File: src/rtl/ctrl_fsm.sv
// rtl/ctrl_fsm.sv - multi-cycle instruction control FSM; illegal-instruction trap enabled by CTRL_ILLEGAL_TRAP_EN
module ctrl_fsm #(
  parameter int OPW = 5,
  parameter int FW  = 4,
  parameter int AW  = 4
) (
  input  logic          clk,
  input  logic          reset,
  input  logic          instr_valid,
  output logic          instr_ready,
  input  logic [OPW-1:0] opcode,
  input  logic [FW-1:0] funct,
  input  logic          zero,
  input  logic          mem_ready,
  output logic [AW-1:0] ALUop,
  output logic          regWrite,
  output logic          memRead,
  output logic          memWrite,
  output logic          pcWrite,
  output logic          pcSel,
  output logic          busy,
  output logic          trap,
  input  logic          trap_ack
);

  localparam logic [2:0] S_IDLE   = 3'd0;
  localparam logic [2:0] S_DECODE = 3'd1;
  localparam logic [2:0] S_EXEC   = 3'd2;
  localparam logic [2:0] S_MEM    = 3'd3;
  localparam logic [2:0] S_WB     = 3'd4;
  localparam logic [2:0] S_TRAP   = 3'd5;

  logic [2:0]     state, state_nxt;
  logic [OPW-1:0] op_q;
  logic [FW-1:0]  funct_q;
  logic [OPW-1:0] op_hi;
  logic [4:0]     op_lo;
  logic           is_r, is_ar, is_ld, is_st, is_brz, legal;
  logic [AW-1:0]  alu_code;

  // Only the low five opcode bits select the class; any set upper bit is illegal.
  assign op_hi  = op_q >> 5;
  assign op_lo  = op_q[4:0];
  assign is_r   = (op_hi == '0) && (op_lo == 5'b00000);
  assign is_ar  = (op_hi == '0) && (op_lo == 5'b00010);
  assign is_ld  = (op_hi == '0) && (op_lo == 5'b00100);
  assign is_st  = (op_hi == '0) && (op_lo == 5'b00101);
  assign is_brz = (op_hi == '0) && (op_lo == 5'b00110);
  assign legal  = (is_r && (funct_q <= FW'(8))) || is_ar || is_ld || is_st || is_brz;

  always_comb begin
    alu_code = '0;
    if (legal) begin
      if (is_r)        alu_code = AW'(funct_q[3:0]);
      else if (is_ar)  alu_code = AW'(4'b1111);
      else if (is_brz) alu_code = AW'(4'b0001);
    end
  end

  always_ff @(posedge clk or posedge reset) begin
    if (reset) begin
      state   <= S_IDLE;
      op_q    <= '0;
      funct_q <= '0;
    end else begin
      state <= state_nxt;
      if (state == S_IDLE && instr_valid) begin
        op_q    <= opcode;
        funct_q <= funct;
      end
    end
  end

  always_comb begin
    state_nxt   = state;
    instr_ready = 1'b0;
    ALUop       = '0;
    regWrite    = 1'b0;
    memRead     = 1'b0;
    memWrite    = 1'b0;
    pcWrite     = 1'b0;
    pcSel       = 1'b0;
    trap        = 1'b0;
    case (state)
      S_IDLE: begin
        instr_ready = 1'b1;
        if (instr_valid) state_nxt = S_DECODE;
      end
      S_DECODE: begin
        ALUop = alu_code;
        if (legal) begin
          state_nxt = S_EXEC;
        end else begin
`ifdef CTRL_ILLEGAL_TRAP_EN
          state_nxt = S_TRAP;
`else
          pcWrite   = 1'b1;
          state_nxt = S_IDLE;
`endif
        end
      end
      S_EXEC: begin
        ALUop = alu_code;
        if (is_brz) begin
          pcWrite   = 1'b1;
          pcSel     = zero;
          state_nxt = S_IDLE;
        end else if (is_ld || is_st) begin
          state_nxt = S_MEM;
        end else begin
          state_nxt = S_WB;
        end
      end
      S_MEM: begin
        ALUop    = alu_code;
        memRead  = is_ld;
        memWrite = is_st;
        if (mem_ready) begin
          if (is_ld) begin
            state_nxt = S_WB;
          end else begin
            pcWrite   = 1'b1;
            state_nxt = S_IDLE;
          end
        end
      end
      S_WB: begin
        ALUop     = alu_code;
        regWrite  = 1'b1;
        pcWrite   = 1'b1;
        state_nxt = S_IDLE;
      end
`ifdef CTRL_ILLEGAL_TRAP_EN
      S_TRAP: begin
        trap = 1'b1;
        if (trap_ack) state_nxt = S_IDLE;
      end
`endif
      default: state_nxt = S_IDLE;
    endcase
  end

`ifndef CTRL_ILLEGAL_TRAP_EN
  logic unused_trap_ack;
  assign unused_trap_ack = trap_ack;
`endif

  assign busy = (state != S_IDLE);

endmodule

File: config.mk
export PLATFORM = sky130hd
export DESIGN_NAME = ctrl_fsm
export DESIGN_NICKNAME = d
export VERILOG_FILES = /design/src/rtl/ctrl_fsm.sv
export SDC_FILE = /design/constraint.sdc
export NUM_CORES = 1
export LEC_CHECK = 0
export CORE_UTILIZATION = 43
export DETAILED_ROUTE_END_ITERATION = 7
export GPL_TIMING_DRIVEN = 0
export HOLD_SLACK_MARGIN = 0.15
export PLACE_DENSITY = 0.78
export SLEW_MARGIN = 20
export SYNTH_ARGS = -nofsm -noshare
export SYNTH_HDL_FRONTEND = slang
export SYNTH_SLANG_ARGS = --single-unit
File: constraint.sdc
create_clock -name clk -period 1.66 [get_ports clk]
set_input_delay 0.166 -clock clk [delete_from_list [all_inputs] [get_ports clk]]
set_output_delay 0.166 -clock clk [all_outputs]
set_load 0.05 [all_outputs]
==> run metrics <==
largest net degree at the start of global routing 13; CORE AREA 0.00158 mm²; highest clock rate 0.491 GHz; Hold Path Class input pin to asynchronous set/reset pin; Max Buffers Root-to-Sink 2; ANT nets after route 0; power density cells 1860 mW/mm²; CTS tree built; # rows 14; Iter 0 DRT Violations 6; top cell type by total area after synthesis dfrtp_1; GRT overflow 0; CP Capture Type primary output; ys async rst share 100%; CTS Buf Count 3; clk sink count 12; Final setup violation count 5; initial core utilization 48.5%; RSZ-0062 raised after global routing true; Root Driver clkbuf_4; part of the cycle the worst path needs 123%; most area-consuming cells after synthesis dfrtp_1 (39%), mux2_2 (12%), buf_6 (2.9%), nand2_1 (2.9%), nor2_1 (2.9%); IO Pins 27; Synthesis Warnings 0; max-slew violation count 0; Die Span Y 44.2 µm; I/O Buffers 24; Lkg Pwr 0.474 nW; initial antenna violation count 0; most frequent cell after synthesis dfrtp_1; Hold-fix buffers, CTS 0; mapped cell area 764 µm²; failing checks design-rule violations, negative setup slack; Final Hold Viols 0; layout cells sized above 1 45.9%; Main synth FF type dfrtp_1; Cell variety after synth 32; setup ws final -0.376 ns; die area 0.00195 mm²; Avg Vias per Cell 5.44; Mapped Nets 94; sequential-to-total area share from yosys stat 39.3%; Antenna Cells 0; Residual DRC 1; multi-input logic area 468 µm²; Fill cells 130; routed vias 691; worst hold margin 0.205 ns; run status finished with violations; Setup Skew 0.00316 ns; H-tree depth 1; synth-to-layout area growth 49.4%; DR pass1 iterations 5; min Tclk post-route 2.04 ns; CP required 1.49 ns; HPWL Detailed 1160 µm; Clock transition at path regs 0.07 ns; Post-Layout Inst Area 0.00114 mm²; drt wl/cell 13.0 µm; startpoint types register; Placed Area 0.00105 mm²; post-route setup TNS -1.33 ns; die width 44.2 µm; Clock Latency Late Sink 0.26 ns; Total Routing Usage GR 19.0%; Synth Instances 79; crit path max fanout 5; Sequential cell area 303 µm²; gpl congestion 0.845; NumNets Final 128; final wirelength 1650 µm; maxcap violations 0; EDFF count, synth 0; first-pass GRT wire length 2740 µm; #FFs+latches synth 12; number of global-route vias before repair 668; Syn Area/Cell 9.68 µm²; commonest cells in the netlist dfrtp_1 (12), mux2_2 (8), nand2_1 (6), nor2_1 (6), nor3_1 (4); Yosys top cell area share 39.3%; worst-case vdd ir drop 0.874 mV; Worst EP arrival 1.87 ns; Crit Path Category register to primary output
-- power by group --
group	internal (mW)	total [mW]	switching, mW
sequential	0.436	0.590	0.155
clock	0.0837	0.170	0.0866
combinational	0.629	1.36	0.734
total	1.15	2.12	0.975
-- final timing paths --
check	from	end	slack (ns)	cells past startpoint
setup / recovery	op_lo[2]$_DFFE_PP0P_	pcWrite	-0.38	5
hold / removal	reset	op_lo[3]$_DFFE_PP0P_	0.21	2
setup reg to reg	state[2]$_DFFE_PP0P_	op_lo[2]$_DFFE_PP0P_	0.15	3
hold reg to reg	funct_q[2]$_DFFE_PP0P_	funct_q[2]$_DFFE_PP0P_	0.57	1
max in group asynchronous	reset	state[0]$_DFFE_PP0P_	1.11	2
min in group clk	opcode[0]	op_lo[0]$_DFFE_PP0P_	0.49	3
-- metrics by stage --
step	utilization [%]	std cells	power [mW]	setup WS (ns)
detailed placement	66.4	119	1.79	-0.745
floorplan	-	79	1.48	-0.157
CTS	71.2	125	2.11	-0.383
finish	72.5	127	2.12	-0.376
global placement	66.4	119	1.77	-0.739
global route	72.5	127	2.26	-0.470
-- cell families (layout without fill, tap and decap cells) --
logic type | count (synthesis) | count (layout) | synth area share, %
AO/OA/AOI/OAI | 12 | 12 | 10.6
buffers and inverters | 9 | 41 | 7.20
flip-flops | 12 | 12 | 39.3
multiplexers | 10 | 10 | 14.4
other | 1 | 1 | 0.491
AND/OR/NAND/NOR | 35 | 35 | 28.0
-- flip-flops by register name, summed over array words and instances, names as in the netlist --
name / cells
state: 3
op_lo: 5
funct_q: 4
-- per-layer routing --
metal	global-route usage, %	vias up	wire (µm)
met2	31.2	24	786
li1	-	340	-
met1	24.1	325	757
met5	0	-	0
met3	3.67	2	82
met4	9.09	0	19
-- layout make-up --
class                           instances  area share, %
Inverter                                3          0.986
Tap cell                               16           1.75
Clock buffer                            3           1.97
Multi-Input combinational cell         58           41.0
Sequential cell                        12           26.5
Timing Repair Buffer                   30           24.3
Buffer                                  5           3.50
-- worst max-delay path: stages, from the launching register on --
cell and delay, ns:
dfrtp_2 0.43, or3b_1 0.39, o221a_4 0.23, nor4b_2 0.23, or3_1 0.16, buf_6 0.16
-- layout by cell type (no fill, tap or decap), types with 2 or more instances in the layout --
cell type and n:
mux2_2 8, a21oi_1 2, nand2b_1 2, nand3_1 3, clkbuf_4 6, nor2b_1 2, o21ai_0 2, mux2i_1 2
nor2_1 4, buf_2 2, nand2_1 6, nor2_2 2, o21a_2 3, buf_4 8, nor4b_2 2, inv_1 3
dfrtp_2 2, clkdlybuf4s50_1 13, dfrtp_1 10, nor3_2 3, buf_6 7
-- repair_timing --
| item | in CTS | in global routing |
|---|---|---|
| gates resized for setup | 76 | 4 |
| pin swaps | 2 | 5 |
| setup buffers | 3 | 3 |
| endpoints found under the setup margin | 11 | 9 |
(Power assumes the default switching activity.)
